[src/rtl/btn_event_ctrl.sv]
// btn_event_ctrl: multi-channel button controller.
// Each channel synchronises and debounces its raw pin, then classifies each gesture as
// a short, double or long press. A long press on BOOT_CHANNEL latches a boot request
// that only sys_rst clears.
//
// Ports:
//   clk          system clock
//   sys_rst      synchronous active-high reset
//   btn_in       raw asynchronous button pins (N_BTN)
//   btn_level    debounced state per channel, 1 = pressed
//   short_pulse  1-cycle short-press event per channel
//   double_pulse 1-cycle double-press event per channel
//   long_pulse   1-cycle event when the long-press threshold is reached
//   held         high from the long-press threshold until release
//   boot_rst     latched boot request, active at BOOT_LOGIC_LEVEL
module btn_event_ctrl #(
    parameter int CLK_FREQUENCY      = 48000000,
    parameter int N_BTN              = 2,
    parameter int BUTTON_LOGIC_LEVEL = 1,
    parameter int DEBOUNCE_MS        = 10,
    parameter int LONG_PRESS_MS      = 1000,
    parameter int DOUBLE_GAP_MS      = 250,
    parameter int BOOT_CHANNEL       = 0,
    parameter int BOOT_LOGIC_LEVEL   = 0
) (
    input  logic             clk,
    input  logic             sys_rst,
    input  logic [N_BTN-1:0] btn_in,
    output logic [N_BTN-1:0] btn_level,
    output logic [N_BTN-1:0] short_pulse,
    output logic [N_BTN-1:0] double_pulse,
    output logic [N_BTN-1:0] long_pulse,
    output logic [N_BTN-1:0] held,
    output logic             boot_rst
);
    localparam int CYC_MS      = CLK_FREQUENCY / 1000;
    localparam int DEB_CYCLES  = DEBOUNCE_MS * CYC_MS;
    localparam int LONG_CYCLES = LONG_PRESS_MS * CYC_MS;
    localparam int GAP_CYCLES  = DOUBLE_GAP_MS * CYC_MS;
    localparam int MAX_CYCLES  = (LONG_CYCLES > GAP_CYCLES) ? LONG_CYCLES : GAP_CYCLES;
    localparam int CW          = $clog2(MAX_CYCLES + 1);
    localparam int DW          = (DEB_CYCLES > 1) ? $clog2(DEB_CYCLES) : 1;

    localparam logic PRESS_LVL = BUTTON_LOGIC_LEVEL[0];
    localparam logic BOOT_LVL  = BOOT_LOGIC_LEVEL[0];

    if (LONG_CYCLES <= DEB_CYCLES) begin : g_bad_long
        $error("btn_event_ctrl: LONG_CYCLES must exceed DEB_CYCLES");
    end
    if (DEB_CYCLES < 1) begin : g_bad_deb
        $error("btn_event_ctrl: DEB_CYCLES must be at least 1");
    end
    if (N_BTN < 1 || N_BTN > 8 || BOOT_CHANNEL < 0 || BOOT_CHANNEL >= N_BTN) begin : g_bad_n
        $error("btn_event_ctrl: N_BTN must be 1..8 and BOOT_CHANNEL < N_BTN");
    end

    typedef enum logic [2:0] {
        StIdle,
        StPress1,
        StWaitGap,
        StPress2,
        StLong
    } state_e;

    for (genvar i = 0; i < N_BTN; i++) begin : g_ch
        logic          sync1_q, sync2_q, pressed;
        logic [DW-1:0] deb_q, deb_d;
        logic          lvl_q, lvl_d;
        state_e        st_q, st_d;
        logic [CW-1:0] cnt_q, cnt_d, cnt_inc;
        logic          short_q, short_d, dbl_q, dbl_d, long_q, long_d, held_q;

        assign pressed = (sync2_q == PRESS_LVL);

        // Debounce: the level only follows a mismatch that lasted DEB_CYCLES cycles.
        always_comb begin
            deb_d = '0;
            lvl_d = lvl_q;
            if (pressed != lvl_q) begin
                if (deb_q == DW'(DEB_CYCLES - 1)) begin
                    lvl_d = ~lvl_q;
                end else begin
                    deb_d = deb_q + 1'b1;
                end
            end
        end

        assign cnt_inc = (cnt_q == CW'(MAX_CYCLES)) ? cnt_q : cnt_q + 1'b1;

        // The FSM sees a level edge one cycle after it happens, so on entry the counter
        // already accounts for that cycle; thresholds are then measured from the edge.
        always_comb begin
            st_d    = st_q;
            cnt_d   = cnt_inc;
            short_d = 1'b0;
            dbl_d   = 1'b0;
            long_d  = 1'b0;
            unique case (st_q)
                StIdle: begin
                    cnt_d = '0;
                    if (lvl_q) begin
                        st_d  = StPress1;
                        cnt_d = CW'(1);
                    end
                end
                StPress1: begin
                    if (!lvl_q) begin
                        // Gap of 0 or 1 cycle leaves no room for a second press.
                        if (GAP_CYCLES <= 1) begin
                            short_d = 1'b1;
                            st_d    = StIdle;
                        end else begin
                            st_d  = StWaitGap;
                            cnt_d = CW'(1);
                        end
                    end else if (cnt_inc == CW'(LONG_CYCLES)) begin
                        long_d = 1'b1;
                        st_d   = StLong;
                    end
                end
                StWaitGap: begin
                    // A rise wins over a coincident timeout.
                    if (lvl_q) begin
                        st_d  = StPress2;
                        cnt_d = CW'(1);
                    end else if (cnt_inc == CW'(GAP_CYCLES)) begin
                        short_d = 1'b1;
                        st_d    = StIdle;
                    end
                end
                StPress2: begin
                    if (!lvl_q) begin
                        dbl_d = 1'b1;
                        st_d  = StIdle;
                    end else if (cnt_inc == CW'(LONG_CYCLES)) begin
                        long_d = 1'b1;
                        st_d   = StLong;
                    end
                end
                StLong: begin
                    cnt_d = '0;
                    if (!lvl_q) begin
                        st_d = StIdle;
                    end
                end
                default: begin
                    st_d  = StIdle;
                    cnt_d = '0;
                end
            endcase
        end

        always_ff @(posedge clk) begin
            if (sys_rst) begin
                sync1_q <= ~PRESS_LVL;
                sync2_q <= ~PRESS_LVL;
                deb_q   <= '0;
                lvl_q   <= 1'b0;
                st_q    <= StIdle;
                cnt_q   <= '0;
                short_q <= 1'b0;
                dbl_q   <= 1'b0;
                long_q  <= 1'b0;
                held_q  <= 1'b0;
            end else begin
                sync1_q <= btn_in[i];
                sync2_q <= sync1_q;
                deb_q   <= deb_d;
                lvl_q   <= lvl_d;
                st_q    <= st_d;
                cnt_q   <= cnt_d;
                short_q <= short_d;
                dbl_q   <= dbl_d;
                long_q  <= long_d;
                held_q  <= (st_d == StLong);
            end
        end

        assign btn_level[i]    = lvl_q;
        assign short_pulse[i]  = short_q;
        assign double_pulse[i] = dbl_q;
        assign long_pulse[i]   = long_q;
        assign held[i]         = held_q;
    end

    // Sticky boot request; release and later presses leave it set.
    logic boot_q;

    always_ff @(posedge clk) begin
        if (sys_rst) begin
            boot_q <= 1'b0;
        end else if (long_pulse[BOOT_CHANNEL]) begin
            boot_q <= 1'b1;
        end
    end

    assign boot_rst = boot_q ? BOOT_LVL : ~BOOT_LVL;

endmodule

[config.mk]
export PLATFORM = sky130hd
export DESIGN_NAME = btn_event_ctrl
export DESIGN_NICKNAME = d
export VERILOG_FILES = /design/src/rtl/btn_event_ctrl.sv
export SDC_FILE = /design/constraint.sdc
export NUM_CORES = 1
export LEC_CHECK = 0
export CAP_MARGIN = 5
export CORE_ASPECT_RATIO = 1.5
export CORE_MARGIN = 2
export CORE_UTILIZATION = 45
export CTS_BUF_LIST = sky130_fd_sc_hd__clkbuf_2
export DETAILED_ROUTE_END_ITERATION = 7
export SYNTH_ARGS = -nofsm -noshare
export SYNTH_HDL_FRONTEND = slang
export SYNTH_SLANG_ARGS = --single-unit
[constraint.sdc]
create_clock -name clk -period 3.1 [get_ports clk]
set_input_delay 0.775 -clock clk [delete_from_list [all_inputs] [get_ports clk]]
set_output_delay 0.775 -clock clk [all_outputs]
set_load 0.005 [all_outputs]
==> results.txt <==
----------------------------------------------------
[Timing]
  Total count of hold-check failures in the final report ... 0
  Post-route setup TNS ... 0 ps
  Maximum clock frequency ... around 340 MHz
  Count of endpoints failing setup in the final report ... 0
  Worst slew slack as a fraction of its limit ... between 50 and 60%
  Worst-case clock skew ... just under 40 ps
  Shortest period the worst path allows ... 2910 ps
  Slew at the pin closest to its max-slew limit ... roughly 730 ps
  Final cycle utilization of the critical path ... a little over nine tenths
  Unrepaired setup endpoints after global routing ... false
  Max Slew Vio Count ... 0

[Clock tree]
  Post-CTS setup buffers ... 0
  CTS tree ... built
  Number of buffers added to fix hold violations after cts ... 0
  CTS sink count ... roughly 110
  Clock slew at the register clock pins of the worst setup and hold paths ... just over 300 ps
  Num CTS Buffers ... 9
  Clock tree root buffer cell ... sky130_fd_sc_hd__clkbuf_2
  Clock Tree Buf Depth ... 2
  Maximum level of the CTS H-tree ... 3
  Worst-skew pair later-pin latency ... 590 ps

[Detailed routing]
  Wire length reported by the detailed router ... between 10000 and 15000 um
  Average routed wire per standard cell ... around 15 um
  Number of search-and-repair iterations in the first detailed-routing pass ... 4
  Final ANT Viol Nets ... 0
  Number of DRC markers in iteration 0 ... ~210
  Number of DRC violations after detailed routing ... 0
  Vias per cell ... 5.58
  Routed via count ... approximately 4700

[Placement]
  Detailed Place HPWL ... between 9000 and 10000 um
  Final GP Congestion ... just over 0.9
  Dpl cells ... about 820
  Count of buffers inserted at the top-level ports ... 14

[Die]
  Die extent in x ... between 90 and 100 um
  Core Area ... approximately 12000 um2
  Die footprint ... ~13000 um2
  Vertical die dimension ... around 140 um
  Initial Util ... a little under half
  Row cnt ... 50
  Top-level port count ... 15

[Flow run]
  Max_cap viols ... 0

[GRT]
  Wire length of the first global-routing pass ... 20800 um
  Number of global-route vias before repair ... between 4000 and 5000
  Maximum number of pins on one net before global-route repair ... 26
  Antenna violations before repair ... 1
  All-layer global routing usage ... approximately 20%
  Overflow left after global routing ... 0

[Setup path]
  Crit path arrival time ... roughly 3500 ps
  Startpoint type of the worst setup path ... flop
  Start-to-end type of the worst setup path ... reg -> reg
  CP endpoint kind ... flop
  CP max FO ... 7
  Req. time, crit path ... roughly 3700 ps

[Yosys]
  Library cells used by synthesis ... between 50 and 60
  Top_reg_cell synth ... sky130_fd_sc_hd__dfxtp_1
  Share of the yosys chip area belonging to registers ... between 30% and 40%
  Synth async-reset ratio ... 0%
  Synth Net Count ... ~680
  Count of flip-flops with a built-in enable after synthesis ... 0
  #FFs+latches synth ... approximately 110
  Mean cell area of the mapped netlist ... ~8.4 um2
  Count of yosys warnings during synthesis ... 0
  Gate count after technology mapping ... between 600 and 700
  Post-synthesis cell area ... between 5000 and 6000 um2

[Cells and area]
  Layout net count ... a little under 700
  Area growth syn-to-layout ... 6.29%
  Most frequent cells in the layout ... sky130_fd_sc_hd__nor2_1, sky130_fd_sc_hd__dfxtp_1, sky130_fd_sc_hd__xnor2_1
  Largest register FFs ... between 50 and 60
  FILL cells ... about 1200
  Proportion of layout cells with a drive suffix above 1 ... 7.83%
  Reg with most FFs ... g_ch.cnt_q
  Commonest non-fill, non-tap cell in the layout ... sky130_fd_sc_hd__nor2_1
  Non-Filler Instances ... 834
  Registers with the highest flip-flop counts ... g_ch.cnt_q (52), g_ch.deb_q (38), g_ch.st_q (6)

[Power]
  Maximum ir drop on the vdd rail ... ~0.15 mV
  Pwr Density ... about 350 nW/um2
  Total chip power ... between 2 and 2.5 mW
  Static leakage power ... around 1.8 nW

[Status]
  Status ... finished, final reports clean

[Hold path]
  Worst min-delay path class ... reg -> reg

----------------------------------------------------
cells in the mapped netlist (6+ instances only):
master | number | area (um2)
sky130_fd_sc_hd__nor2_1 | 126 | 473
sky130_fd_sc_hd__inv_1 | 21 | 78.8
sky130_fd_sc_hd__nor2b_1 | 11 | 68.8
sky130_fd_sc_hd__clkbuf_1 | 14 | 52.6
sky130_fd_sc_hd__buf_4 | 10 | 75.1
sky130_fd_sc_hd__or3_1 | 11 | 68.8
sky130_fd_sc_hd__dfxtp_1 | 111 | 2220
sky130_fd_sc_hd__a21oi_1 | 13 | 65.1
sky130_fd_sc_hd__xor2_1 | 34 | 298
sky130_fd_sc_hd__nor3_1 | 17 | 85.1
sky130_fd_sc_hd__nand2b_1 | 6 | 37.5
sky130_fd_sc_hd__nand4_1 | 29 | 181
sky130_fd_sc_hd__mux2i_1 | 8 | 80.1
sky130_fd_sc_hd__nor4_1 | 16 | 100
sky130_fd_sc_hd__o21ai_0 | 9 | 45.0
sky130_fd_sc_hd__xnor2_1 | 48 | 420
sky130_fd_sc_hd__buf_2 | 11 | 55.1
sky130_fd_sc_hd__nand3_1 | 38 | 190
sky130_fd_sc_hd__and3_1 | 17 | 106
sky130_fd_sc_hd__nand2_1 | 39 | 146
sky130_fd_sc_hd__and4_1 | 8 | 70.1
sky130_fd_sc_hd__ha_1 | 6 | 75.1
where the power goes:
part	internal [mW]	leakage [nW]	switching (mW)
registers	1.44	0.896	0.00151
logic	0.00742	0.842	0.0103
clock network	0.123	0.0657	0.493
total	1.57	1.80	0.505
what timing repair did:
action | 4_1_cts | 5_1_grt
setup endpoints to repair | 0 | 3
resized for setup | 0 | 3
hold endpoints to repair | 0 | 0
per-stage QoR:
step / setup slack [ps] / hold WS [ps] / util [%] / instance area, um2
floorplan: 574 / 414 / - / 5650
global placement: 303 / 433 / 47.5 / 5890
detailed placement: 178 / 424 / 47.5 / 5890
CTS: 153 / 469 / 48.4 / 5990
global route: 40.4 / 467 / 48.5 / 6000
finish: 189 / 468 / 48.5 / 6000
cell families after synthesis:
| logic type | count (synthesis) | synth area share (%) |
|---|---|---|
| AND/OR/NAND/NOR | 355 | 34.3 |
| flip-flops | 111 | 39.3 |
| XOR/XNOR | 82 | 12.7 |
| buffers and inverters | 57 | 4.70 |
| AO/OA/AOI/OAI | 52 | 6.18 |
| multiplexers | 8 | 1.42 |
| adder cells (fa/ha/maj) | 6 | 1.33 |
routing by layer:
metal  vias up  part of all wire, %  global-route usage (%)
li1       2339                    -                       -
met4         0                  6.0                    13.6
met2        88                   54                    36.1
met5         -                    0                       0
met3        47                  2.2                    3.74
met1      2179                   38                    18.9
cell type report:
cell class              instances  area (um2)  share of cell area [%]
inverters                      21        78.8                    1.31
flip-flops and latches        111        2220                    37.1
clock buffers                  10        50.0                   0.834
repair buffers                 26         230                    3.83
multi-input cells             503        3170                    52.8
diodes                          1        2.50                  0.0417
well taps                     156         195                    3.25
clock inverters                 6        55.1                   0.917
worst paths after layout:
| kind | depth (start not counted) | to | startpoint | slack (ps) |
|---|---|---|---|---|
| max | 9 | g_ch[1].st_q[2] | g_ch[1].cnt_q[1] | 190 |
| min | 1 | g_ch[1].pressed | g_ch[1].sync1_q | 470 |
| max reg2reg | 9 | g_ch[1].st_q[2] | g_ch[1].cnt_q[1] | 190 |
| min reg2reg | 1 | g_ch[1].pressed | g_ch[1].sync1_q | 470 |
worst max-delay path, stage by stage, from the launching register on:
cell and delay (ps):
sky130_fd_sc_hd__dfxtp_2 450, sky130_fd_sc_hd__ha_1 250, sky130_fd_sc_hd__nand3_1 240, sky130_fd_sc_hd__or4_4 520, sky130_fd_sc_hd__nor3b_2 210, sky130_fd_sc_hd__o2111ai_1 140, sky130_fd_sc_hd__nor4_1 400, sky130_fd_sc_hd__nand3_2 160
sky130_fd_sc_hd__or3_1 350, sky130_fd_sc_hd__a21oi_1 140
(Power assumes the default switching activity.)
